**config.mk**
```make
export PLATFORM = sky130hd
export DESIGN_NAME = mem_write_monitor
export DESIGN_NICKNAME = d
export VERILOG_FILES = /design/src/rtl/mem_write_monitor.sv
export SDC_FILE = /design/constraint.sdc
export NUM_CORES = 1
export LEC_CHECK = 0
export BUFFER_PORTS_ARGS = -buffer_cell sky130_fd_sc_hd__buf_2
export CAP_MARGIN = 30
export CORE_ASPECT_RATIO = 0.5
export CORE_MARGIN = 4
export CORE_UTILIZATION = 56
export CTS_BUF_LIST = sky130_fd_sc_hd__clkbuf_4 sky130_fd_sc_hd__clkbuf_8
export CTS_CLUSTER_DIAMETER = 30
export DETAILED_ROUTE_END_ITERATION = 12
export HOLD_SLACK_MARGIN = 0.03
export PLACE_DENSITY = 0.83
export SYNTH_ARGS = -nofsm -noshare
export SYNTH_HDL_FRONTEND = slang
export SYNTH_SLANG_ARGS = --single-unit
```
**constraint.sdc**
```tcl
create_clock -name clk -period 3.4 [get_ports clk]
set_input_delay 0.85 -clock clk [delete_from_list [all_inputs] [get_ports clk]]
set_output_delay 0.85 -clock clk [all_outputs]
set_load 0.1 [all_outputs]
```
**src/rtl/mem_write_monitor.sv**
```systemverilog
// ---------------------------------------------------------------------------
// mem_write_monitor
//
// Watches a memory write bus and checks that the writes arrive in the order
// held in a small expected-write table. Writes into a scratch address window
// are ignored. The check ends in PASS when every armed entry has been matched.
// It ends in FAIL on a data mismatch, an unexpected address or a timeout.
//
// Ports
//   clk        : single clock, rising edge
//   reset_n    : asynchronous active-low reset
//   cfg_we     : table write strobe (accepted outside RUN only)
//   cfg_idx    : table entry index
//   cfg_addr   : expected address for the entry
//   cfg_data   : expected data for the entry
//   cfg_count  : number of entries to check, clipped to DEPTH
//   start      : arm the monitor (ignored while in RUN)
//   memwrite   : bus write strobe (X/Z counts as no write)
//   dataadr    : bus address
//   writedata  : bus data
//   busy       : high while in RUN
//   done       : high while in PASS or FAIL
//   pass       : high while in PASS
//   fail_code  : 0 none, 1 data mismatch, 2 timeout, 3 unexpected address
//   match_cnt  : entries matched so far
//   fail_addr  : address of the write that caused FAIL
//   fail_data  : data of the write that caused FAIL
// ---------------------------------------------------------------------------
module mem_write_monitor #(
    parameter int WIDTH      = 32,
    parameter int DEPTH      = 8,
    parameter int IDXW       = 3,
    parameter int TIMEOUT    = 1000,
    parameter int SCRATCH_LO = 80,
    parameter int SCRATCH_HI = 80
) (
    input  logic             clk,
    input  logic             reset_n,
    input  logic             cfg_we,
    input  logic [IDXW-1:0]  cfg_idx,
    input  logic [WIDTH-1:0] cfg_addr,
    input  logic [WIDTH-1:0] cfg_data,
    input  logic [IDXW:0]    cfg_count,
    input  logic             start,
    input  logic             memwrite,
    input  logic [WIDTH-1:0] dataadr,
    input  logic [WIDTH-1:0] writedata,
    output logic             busy,
    output logic             done,
    output logic             pass,
    output logic [1:0]       fail_code,
    output logic [IDXW:0]    match_cnt,
    output logic [WIDTH-1:0] fail_addr,
    output logic [WIDTH-1:0] fail_data
);

    // Counter wide enough to hold TIMEOUT itself, so it never wraps.
    localparam int CYCW = $clog2(TIMEOUT + 1);

    localparam logic [IDXW:0]    DEPTH_C   = DEPTH[IDXW:0];
    localparam logic [CYCW-1:0]  CYC_LAST  = CYCW'(TIMEOUT - 1);
    localparam logic [WIDTH-1:0] SCR_LO    = WIDTH'(SCRATCH_LO);
    localparam logic [WIDTH-1:0] SCR_HI    = WIDTH'(SCRATCH_HI);

    localparam logic [1:0] FC_NONE  = 2'd0;
    localparam logic [1:0] FC_DATA  = 2'd1;
    localparam logic [1:0] FC_TIME  = 2'd2;
    localparam logic [1:0] FC_ADDR  = 2'd3;

    typedef enum logic [1:0] {S_IDLE, S_RUN, S_PASS, S_FAIL} state_t;

    state_t state_q, state_d;
    logic [IDXW:0]    count_q, count_d;
    logic [IDXW:0]    match_q, match_d;
    logic [CYCW-1:0]  cyc_q, cyc_d;
    logic [1:0]       fcode_q, fcode_d;
    logic [WIDTH-1:0] faddr_q, faddr_d;
    logic [WIDTH-1:0] fdata_q, fdata_d;
    logic             busy_q, busy_d;
    logic             done_q, done_d;
    logic             pass_q, pass_d;

    logic [WIDTH-1:0] tbl_addr_q [DEPTH];
    logic [WIDTH-1:0] tbl_data_q [DEPTH];

    // Only a clean 1 is a write; X or Z on the strobe means nothing happened.
    logic wr;
    assign wr = (memwrite === 1'b1);

    // In RUN match_q is always below the latched count, which is <= DEPTH.
    logic [IDXW-1:0] cur_idx;
    logic            hit_addr, hit_data, in_scratch;
    logic [IDXW:0]   start_cnt;
    logic            cfg_ok;

    assign cur_idx    = match_q[IDXW-1:0];
    assign hit_addr   = (dataadr   == tbl_addr_q[cur_idx]);
    assign hit_data   = (writedata == tbl_data_q[cur_idx]);
    assign in_scratch = (dataadr >= SCR_LO) && (dataadr <= SCR_HI);
    assign start_cnt  = (cfg_count > DEPTH_C) ? DEPTH_C : cfg_count;
    assign cfg_ok     = (32'(cfg_idx) < DEPTH);

    // Expected-write table.
    // NOTE: the table is reset like any other register because reset must leave
    // it all-zero; memories without that need can skip the reset and map to RAM.
    always_ff @(posedge clk or negedge reset_n) begin
        if (!reset_n) begin
            for (int i = 0; i < DEPTH; i++) begin
                tbl_addr_q[i] <= '0;
                tbl_data_q[i] <= '0;
            end
        end else if (cfg_we && (state_q != S_RUN) && cfg_ok) begin
            tbl_addr_q[cfg_idx] <= cfg_addr;
            tbl_data_q[cfg_idx] <= cfg_data;
        end
    end

    // State and datapath registers.
    // NOTE: sequential state uses non-blocking assignments only, so every
    // register samples the values from before the edge regardless of order.
    always_ff @(posedge clk or negedge reset_n) begin
        if (!reset_n) begin
            state_q <= S_IDLE;
            count_q <= '0;
            match_q <= '0;
            cyc_q   <= '0;
            fcode_q <= FC_NONE;
            faddr_q <= '0;
            fdata_q <= '0;
            busy_q  <= 1'b0;
            done_q  <= 1'b0;
            pass_q  <= 1'b0;
        end else begin
            state_q <= state_d;
            count_q <= count_d;
            match_q <= match_d;
            cyc_q   <= cyc_d;
            fcode_q <= fcode_d;
            faddr_q <= faddr_d;
            fdata_q <= fdata_d;
            busy_q  <= busy_d;
            done_q  <= done_d;
            pass_q  <= pass_d;
        end
    end

    // Next-state logic.
    // NOTE: every signal gets a hold default before the case so no path
    // leaves it unassigned, which would otherwise infer a latch.
    always_comb begin
        state_d = state_q;
        count_d = count_q;
        match_d = match_q;
        cyc_d   = cyc_q;
        fcode_d = fcode_q;
        faddr_d = faddr_q;
        fdata_d = fdata_q;

        case (state_q)
            S_RUN: begin
                cyc_d = cyc_q + CYCW'(1);
                if (wr && hit_addr && hit_data) begin
                    match_d = match_q + (IDXW+1)'(1);
                    if (match_d == count_q) begin
                        state_d = S_PASS;
                    end
                end else if (wr && in_scratch) begin
                    // Scratch traffic is neither checked nor counted.
                end else if (wr) begin
                    state_d = S_FAIL;
                    fcode_d = hit_addr ? FC_DATA : FC_ADDR;
                    faddr_d = dataadr;
                    fdata_d = writedata;
                end
                // A final match on the timeout edge has already moved us to PASS.
                if ((state_d == S_RUN) && (cyc_q == CYC_LAST)) begin
                    state_d = S_FAIL;
                    fcode_d = FC_TIME;
                end
            end
            default: begin
                if (start) begin
                    count_d = start_cnt;
                    match_d = '0;
                    cyc_d   = '0;
                    fcode_d = FC_NONE;
                    faddr_d = '0;
                    fdata_d = '0;
                    state_d = (start_cnt == '0) ? S_PASS : S_RUN;
                end
            end
        endcase
    end

    // Status flags are decoded from the next state and then registered, so
    // they change on the same edge as the state itself.
    always_comb begin
        busy_d = (state_d == S_RUN);
        done_d = (state_d == S_PASS) || (state_d == S_FAIL);
        pass_d = (state_d == S_PASS);
    end

    assign busy      = busy_q;
    assign done      = done_q;
    assign pass      = pass_q;
    assign fail_code = fcode_q;
    assign match_cnt = match_q;
    assign fail_addr = faddr_q;
    assign fail_data = fdata_q;

endmodule
```
==> metrics.cfg, run 1 <==
[outcome]
outcome = complete, but fails checks
violations = setup timing

[setup_path]
cp_max_fo = 14
reg2reg_slack_ps = -80
critPathRequiredTime_ps = 3970
max_stage_delay_ps = 520
crit_arrival_ps = 4050
cpMaxStageDelayCell = or4_4
cp-end-kind = flip-flop
startpoint_type = flip-flop
r2r-start = match_cnt[1]
startpoint = match_cnt[1]
path_cells = buf_4 > buf_4 > mux2i_1 > a22oi_1 > nand2_1 > xnor2_1 > nand4_1 > or4_4 > nor4_4 > buf_6 > nor2_4 > buf_12 > mux2i_2
crit_type = flip-flop to flip-flop
crit_top_cell = buf_4

[detailed_routing]
vias_per_cell = 5.94
drtIter0Drc = 1284
wl_per_cell_um = 23.0
drc_errors = 0
drtPass1Iterations = 9
via_count = 17514
ant_nets = 0
drt-total-wl_um = 67900

[cts]
clk_pin_slew_ps = 60
root_buffer = clkbuf_8
cts_tree = built
cts_buffer_depth = 3
cts.sinks = 601
cts-htree-levels = 3
clk-insertion-delay-late_ps = 680
cts_buffers = 94

[global_route]
grt_start_max_net_pins = 84
grt_pass1_vias = 18747
antenna_found_initial = 8
grt_usage_pct = 25.9
grt_first_pass_wirelength_um = 107000
grt_overflow = 0

[synth]
netlist_top_cells_area = dfrtp_1 (54%), mux2_2 (21%), mux2i_1 (7.1%), mux4_2 (6.9%), xnor2_1 (1.8%)
yosysSeqAreaShare_pct = 54.4
avgSynthCellArea_um2 = 14.3
synth_edf_count = 0
yosys.area.top_type_share_pct = 54.4
netlist_instances = 1931
synth.most_common_cell = dfrtp_1
yosysUniqueCellTypes = 46
netlist_area_um2 = 27600
synthTopCellsByCount = dfrtp_1 (601), mux2_2 (513), mux2i_1 (196)
synth_top_cell_by_area = dfrtp_1
synth_warnings = 0
synthesis.nets = 2073
synth_seq_cells = 601
synth-main-ff-cell = dfrtp_1
async_flop_share_pct = 100

[timing]
period_minus_slack_ps = 3480
setup_ws_ps = -80.4
fmax_mhz = 287
hold_viol = 0
rsz0062_at_grt = yes
whs_ps = 149
period_share_pct = 102
finalSetupViolCount = 68
finClkSkew_ps = 24.6
tightest_slew_ps = 806
relSlewSlack_pct = 46.2
slew_violations = 0

[die]
rows = 57
pin_count = 213
core_um2 = 48600
fp.dieH_um = 165
die_w_um = 322
design.die.area_um2 = 53200
start_util_pct = 56.8

[power_and_ir_drop]
p_per_area_nw_per_um2 = 906
power_frac_comb_pct = 34.6
swShare_pct = 36.2
cell_internal_pwr_mw = 18.7
ir_drop_mv = 0.575
seq_power_share_pct = 42.6
switchingPower_mw = 10.6
p_leak_nw = 14.2
clkPwrFrac_pct = 22.8

[hold_path]
min_path_type = input port to asynchronous set/reset pin

[finish]
post-route-util_pct = 66.5
layout-drive-gt1-share_pct = 48.3
area_growth_syn_to_layout_pct = 17.1
final.fill_count = 3238
final_nets = 2355

[flow_run]
maxCapViolCount = 0

[placed_design]
gp_congestion = 0.807
pre_cts_slack_ps = -274
io_buffer_count = 212
post-dp-hpwl_um = 43300

==> power groups by stage <==
stage | Sequential, mW | Clock (mW) | Combinational (mW)
final | 12.5 | 6.68 | 10.2
after global routing | 12.8 | 7.13 | 10.8
after CTS | 12.4 | 6.78 | 10.2
after detailed placement | 12.5 | 0 | 10.0
after global placement | 12.3 | 0 | 9.69
after floorplan | 14.8 | 0 | 5.28
==> through the flow <==
stage	cell area [um2]	cells	power, mW	TNS (ps)
2_1_floorplan	27700	1931	20.1	-2900
3_3_place_gp	30100	2760	22.0	-10560
3_5_place_dp	30100	2760	22.5	-15530
4_1_cts	32300	2939	29.4	-3290
5_1_grt	32400	2947	30.8	-13410
6_report	32400	2947	29.3	-2440
==> worst paths after layout <==
path                                        to  depth (start not counted)
worst max-delay path             fail_data[23]                         13
worst min-delay path            tbl_addr_q[77]                          1
worst max register to register   fail_data[23]                         13
worst min register to register        cyc_q[7]                          1
max in group asynchronous       tbl_data_q[35]                          2
min in group clk                  fail_data[8]                          3
==> placed cells by master, fill, tap and decap left out, drive strengths merged, types with 3 or more instances in the layout <==
cell type,n
o22a,3
nor3,4
a22oi,39
xor2,3
clkinvlp,7
nor2,14
and4,4
nor2b,7
buf,299
nand2b,8
mux2i,196
nand3,14
xnor2,57
a21oi,11
nor4,15
and3,8
clkbuf,142
and2,3
a21o,3
clkinv,21
dfrtp,601
mux2,513
o21ai,18
inv,69
a22o,3
diode,6
nand4,11
nand2,104
or3,4
bufinv,4
mux4,85
o21a,3
==> worst max-delay path: cells and delay by family, from the launching register on <==
family / cells / cell delay, ps
xor+xnor: 1 / 360
compound gates: 1 / 210
flops: 1 / 500
buf+inv: 4 / 830
mux: 2 / 360
simple gates: 5 / 1100
==> flip-flops by register name, indices dropped and copies added, names as in the netlist <==
register / flops
busy: 1
count_q: 4
cyc_q: 10
done: 1
fail_addr: 32
fail_code: 2
fail_data: 32
match_cnt: 4
pass: 1
state_q: 2
tbl_addr_q: 256
tbl_data_q: 256
==> timing repair <==
item / CTS / global route
hold buffers: 0 / 0
cloned: 1 / 0
buffers inserted: 3 / 1
hold endpoints to repair: 0 / 0
setup endpoints to repair: 75 / 75
pin swaps: 7 / 4
gates resized for setup: 15 / 5
==> cells by family after synthesis <==
family | after synthesis | synth area share [%]
multiplexers | 794 | 34.9
flip-flops | 601 | 54.4
AND/OR/NAND/NOR | 202 | 3.57
buffers and inverters | 181 | 2.85
AO/OA/AOI/OAI | 91 | 2.27
XOR/XNOR | 60 | 1.90
adder cells (fa/ha/maj) | 2 | 0.0905
==> final cells by class <==
type	instances	area (um2)	area share, %
diodes	6	15.0	0.0464
multi-input cells	1149	11900	36.9
inverters	67	251	0.777
flip-flops and latches	601	15100	46.5
well taps	649	812	2.51
repair buffers	300	2180	6.74
clock buffers	141	1800	5.55
clock inverters	34	307	0.947
==> metal layers <==
layer	GRT usage [%]	part of all wire, %	up-vias
met4	10.2	3.3	4
met3	4.63	4.9	141
li1	-	-	7597
met2	43.9	50	500
met1	33.9	42	9272
met5	0	0.035	-
Power figures use the tool's default switching activity.
==> run 2: changes to the inputs <==
- CORE_UTILIZATION: 56 -> 62
- PLACE_DENSITY: 0.83 -> 0.87
- SLEW_MARGIN: default -> 20
- clock period: 3.4 -> 3.94 ns (I/O delays scaled with it)
==> run 2 against run 1 <==
- the run now ends clean
- combinational power is 14% lower
- clock power is 24% lower
- global-route usage is 2.7 points higher
- utilization is 5.9 points higher
- critical endpoint is now fail_data[19]
- clock skew is 6.7 ps higher
- sequential power is 14% lower
- via count is 0.77% higher
- largest power group unchanged
- first-iteration DRC count is 18% higher
==> metrics.cfg, run 2 (same netlist as run 1, synthesis figures left out) <==
[setup_path]
reg2reg_slack_ps = 160
rr_worst_depth = 13
max_stage_delay_ps = 560
cpMaxStageDelayCell = or4_4
crit_arrival_ps = 4310
crit_type = flip-flop to flip-flop
startpoint_type = flip-flop
reg2reg_to = fail_data[19]
cp_max_fo = 20
cp-end-kind = flip-flop
crit_top_cell = buf_4
r2r-start = match_cnt[0]
critPathRequiredTime_ps = 4470
path_cells = clkbuf_4 > and2_0 > buf_4 > a22oi_1 > nand3_1 > a2111oi_0 > nand4_1 > or4_4 > nor4_4 > nor2_4 > buf_12 > buf_4 > mux2i_1

[die]
rows = 54
design.die.area_um2 = 48200
start_util_pct = 63.1
fp.dieH_um = 157
pin_count = 213
die_w_um = 307
core_um2 = 43800

[timing]
finalSetupViolCount = 0
tightest_slew_ps = 823
fmax_mhz = 264
rsz0062_at_grt = no
hold_viol = 0
setup_ws_ps = 159
fin_tns_setup_ps = 0
period_minus_slack_ps = 3780
relSlewSlack_pct = 45.1
whs_ps = 409
finClkSkew_ps = 31.3
slew_violations = 0
period_share_pct = 96.0

[detailed_routing]
wl_per_cell_um = 24.3
drt-total-wl_um = 69200
wl_met1_um = 28100
wl_met3_um = 3450
top_layer = met5
ant_nets = 0
vias_per_cell = 6.20
via_count = 17648
met2_length_um = 34700
drtIter0Drc = 1519
drtPass1Iterations = 5
drc_errors = 0

[cts]
clk-insertion-delay-late_ps = 650
cts_buffer_depth = 3
cts.sinks = 601
root_buffer = clkbuf_8
cts_hold_buf = 0
cts-htree-levels = 3
cts_buffers = 85
cts_tree = built
clk_pin_slew_ps = 70

[placed_design]
post-dp-hpwl_um = 42800
place_inst = 2682
io_buffer_count = 212
pre_cts_slack_ps = 71.8
gp_congestion = 0.828

[finish]
layout-drive-gt1-share_pct = 46.9
final_nets = 2336
final.fill_count = 2680
largestRegisters = tbl_addr_q: 256 flops, tbl_data_q: 256 flops
area_growth_syn_to_layout_pct = 14.7
layout_commonest_cell = dfrtp_1
layout.cells.non_filler = 2846
layout.cells.most_common_list = dfrtp_1 (598), mux2_2 (513), buf_2 (211)

[global_route]
grt_start_max_net_pins = 99
grt_first_pass_wirelength_um = 107000
grt_pass1_vias = 18917
antenna_found_initial = 8
grt_overflow = 0
grt_usage_pct = 28.6

[power_and_ir_drop]
ir_drop_mv = 0.697
fin_total_pwr_mw = 24.7
p_leak_nw = 13.9
p_per_area_nw_per_um2 = 777

[hold_path]
min_path_type = input port to asynchronous set/reset pin

[flow_run]
maxCapViolCount = 0

[outcome]
outcome = complete, no violations

-- run 2: changes by cell type in the layout (fill, tap and decap cells not counted), moves of 2 or more --
cell | before | now
clkinvlp_4 | 7 | 4
buf_4 | 51 | 47
mux2i_1 | 189 | 196
buf_12 | 34 | 27
xnor2_2 | 2 | 0
clkinv_4 | 3 | 0
clkbuf_8 | 118 | 106
xnor2_1 | 55 | 57
bufinv_16 | 4 | 1
clkbuf_4 | 23 | 25
mux2i_2 | 6 | 0
clkinv_2 | 18 | 9
-- run 2: worst max-delay path, delay by kind of cell, from the launching register on --
kind	cells	cell delay, ps
simple gates	6	1430
flops	1	550
buf+inv	4	830
compound gates	2	720
mux	1	130
-- run 2: how the worst max path moves through the flow --
stage / from / to / slack [ps] / cells after the start
floorplan: match_cnt[2] / fail_code[0] / 40 / 13
CTS: match_cnt[0] / fail_data[19] / 50 / 14
global route: match_cnt[1] / fail_data[24] / 40 / 14
detailed placement: match_cnt[0] / fail_data[17] / 70 / 14
finish: match_cnt[0] / fail_data[19] / 160 / 13
global placement: match_cnt[0] / fail_addr[31] / 30 / 13
-- run 2: per-layer routing --
layer	global-route usage, %	vias to the layer above
met5	0	-
li1	-	7538
met3	4.96	175
met1	37.1	9337
met2	48.5	592
met4	12.3	6
-- run 2: report_power, final --
group | switching [mW] | internal (mW)
registers | 1.66 | 9.18
logic | 5.03 | 3.71
clock network | 2.36 | 2.72
total | 9.05 | 15.6
-- run 2: through the flow --
stage / cell area [um2] / utilization (%)
6_report: 31700 / 72.4
5_1_grt: 31700 / 72.4
4_1_cts: 31600 / 72.1
3_5_place_dp: 29800 / 68.1
3_3_place_gp: 29800 / 68.0
2_1_floorplan: 27600 / -
-- run 2: area by class of cell --
cell class	instances	area, um2	area share, %
antenna	5	12.5	0.0394
clock buffer	130	1640	5.17
clock inverter	16	123	0.387
inverter	67	251	0.793
multi-input combinational	1149	11900	37.5
sequential	601	15100	47.5
tap	588	736	2.32
timing repair buffer	290	2020	6.36
-- run 2: what timing repair did --
item                                    in CTS  in global routing
resized for setup                            0                  3
endpoints found under the setup margin       0                 17
buffers inserted                             0                 11
